## config.mk

```make
export PLATFORM = sky130hd
export DESIGN_NAME = spi_slave_ctrl
export DESIGN_NICKNAME = d
export VERILOG_FILES = /design/src/rtl/spi_slave_ctrl.sv
export SDC_FILE = /design/constraint.sdc
export NUM_CORES = 1
export LEC_CHECK = 0
export BUFFER_PORTS_ARGS = -buffer_cell sky130_fd_sc_hd__buf_2
export CORE_ASPECT_RATIO = 0.5
export CORE_MARGIN = 1.5
export CORE_UTILIZATION = 45
export DETAILED_ROUTE_END_ITERATION = 8
export GPL_TIMING_DRIVEN = 0
export PLACE_DENSITY = 0.64
export SLEW_MARGIN = 10
export SYNTH_ARGS = -nofsm -noshare
export SYNTH_HDL_FRONTEND = slang
export SYNTH_SLANG_ARGS = --single-unit
export TNS_END_PERCENT = 10
```

## constraint.sdc

```tcl
create_clock -name clk -period 5 [get_ports clk]
set_input_delay 0.25 -clock clk [delete_from_list [all_inputs] [get_ports clk]]
set_output_delay 0.25 -clock clk [all_outputs]
set_load 0.005 [all_outputs]
```

## src/rtl/spi_slave_ctrl.sv

```systemverilog
// SPI slave front end for the single-port RAM.
// Each MOSI frame becomes a {cmd, payload} word on rx_data/rx_valid. After a
// read-data frame the block waits for the RAM byte on tx_data/tx_valid and
// shifts it out on MISO, MSB first. Every SPI bit takes one clk cycle.
module spi_slave_ctrl #(
    parameter int RX_W = 10,
    parameter int TX_W = 8
) (
    input  logic            clk,
    input  logic            rst,
    input  logic            SS_n,
    input  logic            MOSI,
    output logic            MISO,
    output logic [RX_W-1:0] rx_data,
    output logic            rx_valid,
    input  logic [TX_W-1:0] tx_data,
    input  logic            tx_valid
);

    // One counter is shared by the receive phase and the shift-out phase,
    // so it has to be wide enough for the longer of the two.
    localparam int MAX_W = (RX_W > TX_W) ? RX_W : TX_W;
    localparam int CNT_W = $clog2(MAX_W + 1);

    localparam logic [CNT_W-1:0] RX_LAST = CNT_W'(RX_W - 1);
    localparam logic [CNT_W-1:0] TX_LAST = CNT_W'(TX_W - 1);
    localparam logic [CNT_W-1:0] CNT_ONE = CNT_W'(1);

    typedef enum logic [2:0] {
        IDLE,
        CHK_CMD,
        WRITE,
        READ_ADD,
        READ_DATA
    } state_t;

    // What a frame is doing inside WRITE/READ_ADD/READ_DATA:
    //   PH_RX    collecting the RX_W data bits
    //   PH_HOLD  frame done, waiting for SS_n to rise
    //   PH_WAIT  read data only: waiting for the RAM byte
    //   PH_SHIFT read data only: driving the byte on MISO
    typedef enum logic [1:0] {
        PH_RX,
        PH_HOLD,
        PH_WAIT,
        PH_SHIFT
    } phase_t;

    state_t            state_reg;
    state_t            state_next;
    phase_t            phase_reg;
    phase_t            phase_next;
    logic [CNT_W-1:0]  bit_cnt_reg;
    logic [RX_W-2:0]   shift_reg;
    logic [TX_W-1:0]   tx_shift_reg;
    logic              rd_addr_seen_reg;

    logic rx_last;
    logic tx_last;
    logic in_frame;

    assign rx_last  = (bit_cnt_reg == RX_LAST);
    assign tx_last  = (bit_cnt_reg == TX_LAST);
    assign in_frame = (state_reg == WRITE) || (state_reg == READ_ADD) ||
                      (state_reg == READ_DATA);

    // MISO is only ever non-zero while a byte is actually being shifted out.
    assign MISO = (phase_reg == PH_SHIFT) ? tx_shift_reg[TX_W-1] : 1'b0;

    // State and phase registers.
    always_ff @(posedge clk) begin
        if (rst) begin
            state_reg <= IDLE;
            phase_reg <= PH_RX;
        end else begin
            state_reg <= state_next;
            phase_reg <= phase_next;
        end
    end

    // Next-state logic: SS_n high ends any frame, whatever its progress.
    always_comb begin
        state_next = state_reg;
        phase_next = phase_reg;
        if (state_reg == IDLE) begin
            phase_next = PH_RX;
            if (!SS_n) begin
                state_next = CHK_CMD;
            end
        end else if (SS_n) begin
            state_next = IDLE;
            phase_next = PH_RX;
        end else if (state_reg == CHK_CMD) begin
            phase_next = PH_RX;
            if (!MOSI) begin
                state_next = WRITE;
            end else if (rd_addr_seen_reg) begin
                state_next = READ_DATA;
            end else begin
                state_next = READ_ADD;
            end
        end else begin
            case (phase_reg)
                PH_RX: begin
                    if (rx_last) begin
                        phase_next = (state_reg == READ_DATA) ? PH_WAIT : PH_HOLD;
                    end
                end
                PH_WAIT: begin
                    if (tx_valid) begin
                        phase_next = PH_SHIFT;
                    end
                end
                PH_SHIFT: begin
                    if (tx_last) begin
                        phase_next = PH_HOLD;
                    end
                end
                default: begin
                    phase_next = PH_HOLD;
                end
            endcase
        end
    end

    // Datapath: receive shifter, output word, read-address flag, TX shifter.
    always_ff @(posedge clk) begin
        if (rst) begin
            bit_cnt_reg      <= '0;
            shift_reg        <= '0;
            tx_shift_reg     <= '0;
            rx_data          <= '0;
            rx_valid         <= 1'b0;
            rd_addr_seen_reg <= 1'b0;
        end else begin
            rx_valid <= 1'b0;
            if (!in_frame || SS_n) begin
                // Idle, command bit, or frame aborted: start the next frame clean.
                bit_cnt_reg <= '0;
            end else begin
                case (phase_reg)
                    PH_RX: begin
                        shift_reg <= {shift_reg[RX_W-3:0], MOSI};
                        if (rx_last) begin
                            rx_data     <= {shift_reg, MOSI};
                            rx_valid    <= 1'b1;
                            bit_cnt_reg <= '0;
                            if (state_reg == READ_ADD) begin
                                rd_addr_seen_reg <= 1'b1;
                            end else if (state_reg == READ_DATA) begin
                                rd_addr_seen_reg <= 1'b0;
                            end
                        end else begin
                            bit_cnt_reg <= bit_cnt_reg + CNT_ONE;
                        end
                    end
                    PH_WAIT: begin
                        bit_cnt_reg <= '0;
                        if (tx_valid) begin
                            tx_shift_reg <= tx_data;
                        end
                    end
                    PH_SHIFT: begin
                        tx_shift_reg <= {tx_shift_reg[TX_W-2:0], 1'b0};
                        bit_cnt_reg  <= tx_last ? '0 : (bit_cnt_reg + CNT_ONE);
                    end
                    default: begin
                        bit_cnt_reg <= '0;
                    end
                endcase
            end
        end
    end

endmodule

```

# After elaboration in Yosys (flattened, before gate mapping)
# Index checks and enable logic that the tools add are counted.
[totals]
out_inout_bits = 12
regBits = 38
inputBits = 13
word_cells = 61
[op_classes]
reduce_logical = 18
muxes = 20
n_eq_ne = 12
n_addsub = 1
n_bitwise = 2
[ops]
columns = ["cell", "count"]
rows = [
  ["3-bit two-way mux", 6],
  ["8-bit case mux with 2 select lines", 1],
  ["3-bit AND reduction", 3],
  ["2-bit two-way mux", 4],
  ["4-bit two-way mux", 2],
  ["8-bit two-way mux", 1],
  ["2-bit inequality test, second input constant", 4],
  ["4-bit case mux with 2 select lines", 1],
  ["3-bit by 2-bit == test with 1-bit output, second input constant", 2],
  ["2-bit case mux with 3 select lines", 1],
  ["4-bit by 1-bit adder with 4-bit output, second input constant", 1],
  ["2-bit == test, second input constant", 2],
  ["4-bit by 3-bit == test with 1-bit output, second input constant", 1],
  ["4-bit == test, second input constant", 1],
  ["1-bit two-way mux", 4],
  ["2-bit AND reduction", 2],
  ["4-bit AND reduction", 1],
  ["2-bit nonzero test", 2],
  ["4-bit OR reduction", 1],
  ["3-bit by 1-bit == test with 1-bit output, second input constant", 1],
  ["3-bit == test, second input constant", 1],
  ["3-bit zero test", 1],
  ["1-bit logical OR", 3],
  ["3-bit nonzero test", 1],
  ["other kinds (5)", 6],
]

# Depth between registers and ports, before layout
# Gate-level depths: netlist of run 1.
[logic_depth]
ltp_word = 7
depth_mapped = 6

# Least setup slack after synthesis of run 1
# No wires, ideal clock.
[synth_path]
path_kind = "register -> register"
startpoint = "reg state_reg[1]"
endpoint = "reg tx_shift_reg[6]"
synth_period_minus_slack_ns = 1.718
required_time_ns = 4.879
stages_incl_launch_ff = 6
arrival_time_ns = 1.597
slack_ns = 3.282
n_path_buf = 2
cell_sequence = "dfxtp_1 > buf_6 > or3b_1 > buf_6 > a211oi_1 > mux2_2"
[synth_via]
elab_chain_len = 7
elab_cells_between_ends = 9
[synth_lines]
columns = ["element", "line", "text"]
rows = [
  ["start: declaration", "49", "state_t state_reg;"],
  ["start signal: assignment", "76", "state_reg <= state_next;"],
  ["3-bit by 2-bit == test with 1-bit output", "64", "assign in_frame = (state_reg == WRITE) || (state_reg == READ_ADD) ||"],
  ["1-bit logical OR", "64", ""],
  ["1-bit logical OR (*)", "64", ""],
  ["1-bit zero test (*)", "137", "if (!in_frame || SS_n) begin"],
  ["1-bit logical OR (*)", "137", ""],
  ["1-bit NOT (no source line) (*)", "--", ""],
  ["3-bit AND reduction (no source line) (*)", "--", ""],
  ["end signal: assignment", "160", "tx_shift_reg <= tx_data;"],
  ["end signal: assignment", "164", "tx_shift_reg <= {tx_shift_reg[TX_W-2:0], 1'b0};"],
  ["end: declaration", "55", "logic [TX_W-1:0] tx_shift_reg;"],
]
# Every way passes the cells marked *; elsewhere a longest branch is shown, timed or not.
# A chain may end at the register's enable or synchronous reset.

# Final worst setup path of run 1
[layout_path]
startpoint = "reg phase_reg[0]"
endpoint = "reg phase_reg[1]"
[layout_via]
elab_chain_len = 3
elab_cells_between_ends = 8
[layout_lines]
columns = ["element", "line", "text"]
rows = [
  ["start: declaration", "51", "phase_t phase_reg;"],
  ["start signal: assignment", "77", "phase_reg <= phase_next;"],
  ["2-bit == test or 2-bit zero test (tied branches)", "103", "case (phase_reg)"],
  ["2-bit inequality test (no source line)", "--", ""],
  ["3-bit AND reduction (no source line)", "--", ""],
]
# Several ways; a longest one is shown, not always the timed one.

==> results.cfg, run 1 <==
[outcome]
outcome = complete, no violations

[clock_network]
htree_levels = 2
ctsHoldBuffers = 0
cts_tree = yes
post-cts-setup-buffer-count = 0
clockBufferDepth = 2
cts_root_buffer = clkbuf_8
insertion_delay_ns = 0.29
cts_buffers = 5
clock-sinks = 38
clk_pin_slew_ns = 0.08
cts_resized = 0

[finish]
final_cells = 264
diodes = 0
final_util = 0.545
mostFrequentLayoutCells = dfxtp_1, mux2i_1, buf_2
largest_reg_flops = 10
drive_gt1_frac = 0.224
synthToLayoutAreaGrowth_pct = 16.5
nets = 227
final_common_cell = dfxtp_1

[critical_path]
cp_max_fo = 6
critPathKind = flop to flop
critPathArrivalTime_ns = 2.09
r2r_cells = 5
cp-start-kind = flop
end_kind = flop
crit_required_ns = 5.19

[yosys]
synth.avg_cell_area_sq_um = 10.3
yosysUniqueCellTypes = 39
ys_seq_area_frac = 0.416
ys_top_cells_by_area = dfxtp_1, mux2i_1, nand2b_1
synth_ff_type = dfxtp_1
synth_fp_nets = 196
synth_top_area_share = 0.416
netlist_area_sq_um = 1830
yosysWarningCount = 0
synth_area_leader_cell = dfxtp_1
synthCells = 178
async_flop_share = 0
synth-edff-count = 0
synth_seq_cells = 38

[floorplanning]
start_util = 0.468
core_sq_um = 3900
die-area_sq_um = 4470
die_x_um = 93.1
dieHeight_um = 48.1
ios = 25
core.rowCount = 16

[drt]
drtIter0Drc = 72
vias = 1319
viasPerCell = 5.00
route.detailed.drc = 0
wl_um = 3340
drt_pass1_iterations = 4
wl_per_cell_um = 12.6
ant_nets = 0

[worst_hold_path]
hp-class = primary input to flop
hold_depth = 3

[grt]
top_usage_layer = met2
overflow = 0
antenna_found_initial = 0
grt_pass1_vias = 1136
grt_max_degree = 14
met1_usage = 0.204
grt.met3_usage = 0.0556
grt_util_met2 = 0.242
grt_usage = 0.154
grt_pass1_wl_um = 5160

[timing]
tns_ns = 0
fin_crit_sh = 0.381
fin_skew_ns = 0.00727
max_slew_margin = 0.597
setup-violations-final = 0
hold-worst-slack_ns = 0.266
worst_pin_slew_ns = 0.604
fmax_mhz = 525
period_needed_ns = 1.91
hold_viol = 0
drv_slew = 0
rsz0062_at_grt = no

[pwr]
power_mw = 0.593
peakVddDrop_uv = 119
cellPowerDensity_nw_per_um2 = 279
p_leak_nw = 0.861

[placement]
port_buffers = 24
gp_congestion = 0.815
dp_cells = 256
hpwl_um = 2390

[run]
cap_violations = 0
-- critical path: stages (launching register included) --
cell	delay [ns]
dfxtp_1	0.34
inv_1	0.08
ha_1	0.27
or4bb_1	0.53
a32o_1	0.30
a221oi_1	0.30
-- worst paths after layout --
kind	slack, ns	end	from
min	0.27	state_reg[0]$_SDFFE_PP0P_	MOSI
min reg2reg	0.48	rx_data[8]$_SDFFE_PP0P_	rx_data[8]$_SDFFE_PP0P_
max	3.09	phase_reg[1]$_SDFFE_PP0P_	phase_reg[0]$_SDFFE_PP0P_
max reg2reg	3.09	phase_reg[1]$_SDFFE_PP0P_	phase_reg[0]$_SDFFE_PP0P_
-- synthesized netlist by cell type, types with 2 or more instances --
master / number
ha_1: 5
nand2_1: 3
nor2b_1: 8
o21ai_0: 4
a31oi_1: 2
buf_2: 2
dfxtp_1: 38
buf_6: 2
mux2i_1: 28
mux2_4: 6
nand4b_1: 2
nor3_1: 7
a21boi_0: 2
clkbuf_1: 6
a211oi_1: 3
nand2b_1: 22
inv_1: 6
or4bb_1: 2
nor2_1: 9
nand3_1: 2
-- per-stage QoR --
step | setup slack, ns | area, sq um
2_1_floorplan | 3.28 | 1830
3_3_place_gp | 3.15 | 2010
3_5_place_dp | 3.13 | 2010
4_1_cts | 3.08 | 2130
5_1_grt | 2.97 | 2130
6_report | 3.09 | 2130
-- routing by layer --
| metal | up-vias | wire (um) | share of wire |
|---|---|---|---|
| li1 | 681 | - | - |
| met1 | 615 | 1740 | 0.52 |
| met2 | 19 | 1430 | 0.43 |
| met3 | 4 | 144 | 0.043 |
| met4 | 0 | 21 | 0.0063 |
| met5 | - | 0 | 0 |
-- report_power, final --
group	switching, mW	internal (mW)	total [mW]
clock	0.115	0.148	0.263
combinational	0.0137	0.0118	0.0255
sequential	0.00110	0.303	0.304
-- cell type report --
cell class              count  area [sq um]
clock buffers               5          68.8
plain buffers              10          55.1
multi-input cells         124           988
well taps                  54          67.6
clock inverters             3          45.0
inverters                   6          22.5
repair buffers             24           120
fillers                   364          1780
flip-flops and latches     38           761
-- logic make-up after synthesis --
logic type | share of synthesized area
AOI/OAI and AO/OA | 0.0774
xor gates and xnor gates | 0.00959
adders and majority gates | 0.0342
buffers and inverters | 0.0425
DFF | 0.416
muxes | 0.209
and+or+nand+nor | 0.211
Note: power is estimated with default switching activity, not from simulation.
==> run 2, diff against run 1 <==
==> constraint.sdc (replaced) <==
create_clock -name clk -period 1.95 [get_ports clk]
set_input_delay 0.0975 -clock clk [delete_from_list [all_inputs] [get_ports clk]]
set_output_delay 0.0975 -clock clk [all_outputs]
set_load 0.005 [all_outputs]
==> run 2 against run 1 <==
  * Final cell count is the same
  * Setup slack lost 3.0 ns
  * Global-route usage is the same
  * Clock power grew to 2.6 times the previous value
  * Total power grew to 2.6 times the previous value
  * Utilization is essentially flat
  * Combinational power grew to 2.6 times the previous value
  * Clock skew is the same
  * Worst hold slack lost 0.15 ns
  * Fmax is essentially flat
  * Wire length is essentially flat
  * Critical path type unchanged
  * Critical endpoint unchanged
  * Largest cell class unchanged
==> results.cfg, run 2 (synthesis gave the netlist of run 1 again) <==
[grt]
grt_max_degree = 14
grt_pass1_vias = 1136
grt_pass1_wl_um = 5160
overflow = 0
antenna_found_initial = 0
grt_usage = 0.154

[finish]
synthToLayoutAreaGrowth_pct = 16.6
diodes = 0
final_util = 0.546
regArea_sq_um = 761
mostFrequentLayoutCells = dfxtp_1, mux2i_1, buf_2
drive_gt1_frac = 0.229
largest_reg_flops = 10
fill_cells = 363
final_common_cell = dfxtp_1
nets = 227
multiInputGateArea_sq_um = 988

[critical_path]
critPathMaxStageDelay_ns = 0.53
cp_max_fo = 6
rrSetupSlack_ns = 0.05
cp-start-kind = flop
reg2reg_to = phase_reg[1]$_SDFFE_PP0P_
end_kind = flop
crit_family = compound AO/OA/AOI/OAI gates
crit_chain = inv_1 -> ha_1 -> or4bb_1 -> a32o_1 -> a221oi_1
cp.depth = 5
crit_slowest_cell = or4bb_1
cp-startpoint = phase_reg[0]$_SDFFE_PP0P_
r2r_start = phase_reg[0]$_SDFFE_PP0P_
critPathArrivalTime_ns = 2.09
critPathKind = flop to flop
critPathBufInv = 1
cp-endpoint = phase_reg[1]$_SDFFE_PP0P_
crit_required_ns = 2.14
r2r_cells = 5

[pwr]
peakVddDrop_uv = 305
p_leak_nw = 0.865
power_mw = 1.52
power_frac_comb = 0.043
switching_share = 0.218
clkPwrFrac = 0.444
p_seq_frac = 0.513
cellPowerDensity_nw_per_um2 = 714
p_int_mw = 1.19
p_sw_mw = 0.332

[floorplanning]
core_sq_um = 3900
dieHeight_um = 48.1
start_util = 0.468
die_x_um = 93.1
core.rowCount = 16
ios = 25
die-area_sq_um = 4470

[timing]
period_needed_ns = 1.90
worst_pin_slew_ns = 0.507
fin_crit_sh = 0.977
fmax_mhz = 525
rsz0062_at_grt = no
hold-worst-slack_ns = 0.114
tns_ns = 0
max_slew_margin = 0.658
drv_slew = 0
setup-violations-final = 0
hold_viol = 0
fin_skew_ns = 0.00727

[clock_network]
cts_resized = 0
cts_buffers = 5
cts_tree = yes
post-cts-setup-buffer-count = 0
cts_root_buffer = clkbuf_8
clk_pin_slew_ns = 0.08
insertion_delay_ns = 0.29
clockBufferDepth = 2
clock-sinks = 38
ctsHoldBuffers = 0
htree_levels = 2

[drt]
vias = 1318
drtIter0Drc = 72
route.detailed.drc = 0
ant_nets = 0
drt_pass1_iterations = 4
wl_um = 3340
viasPerCell = 4.99
wl_per_cell_um = 12.7

[run]
cap_violations = 0

[outcome]
outcome = complete, no violations

[placement]
gp_congestion = 0.815
hpwl_um = 2390
port_buffers = 24

[worst_hold_path]
hp-class = primary input to flop
run 2: changes by cell type in the layout (fill, tap and decap cells not counted):
cell	previous run	this run
clkbuf_1	6	5
clkbuf_2	0	1
run 2: worst min path at each step:
stage | endpoint | start | slack (ns) | cells after the start
4_1_cts | state_reg[0]$_SDFFE_PP0P_ | MOSI | 0.11 | 3
6_report | state_reg[0]$_SDFFE_PP0P_ | MOSI | 0.11 | 3
2_1_floorplan | state_reg[0]$_SDFFE_PP0P_ | MOSI | 0.26 | 2
5_1_grt | state_reg[0]$_SDFFE_PP0P_ | MOSI | 0.11 | 3
3_5_place_dp | state_reg[0]$_SDFFE_PP0P_ | MOSI | 0.41 | 3
3_3_place_gp | state_reg[0]$_SDFFE_PP0P_ | MOSI | 0.41 | 3
run 2: area by class of cell:
type	count	share of cell area
clock buffers	5	0.0323
inverters	6	0.0106
flip-flops and latches	38	0.357
well taps	54	0.0317
repair buffers	24	0.0564
multi-input cells	124	0.464
plain buffers	10	0.0264
clock inverters	3	0.0212
run 2: power groups by stage:
stage,Clock (mW),Combinational [mW],Sequential (mW)
2_1_floorplan,0,0.0408,0.798
4_1_cts,0.690,0.0660,0.781
3_5_place_dp,0,0.0654,0.799
3_3_place_gp,0,0.0644,0.799
6_report,0.674,0.0654,0.781
5_1_grt,0.727,0.0719,0.781
run 2: metrics by stage:
stage               cell area [sq um]  worst slack [ns]  cells
detailed placement               2010            0.0792    256
CTS                              2130            0.0630    264
floorplan                        1830             0.232    178
global route                     2130           0.00694    264
global placement                 2010             0.105    256
finish                           2130            0.0456    264
run 2: routing by layer:
layer  track usage  share of wire  vias to the layer above
met2         0.242           0.43                       19
met3        0.0556          0.043                        4
met5             0              0                        -
met1         0.204           0.52                      614
li1              -              -                      681
met4        0.0455         0.0063                        0
run 2: worst min-delay path, cell delays in order:
cell and delay, ns:
buf_2 0.12, nand2_1 0.06, a31oi_1 0.08
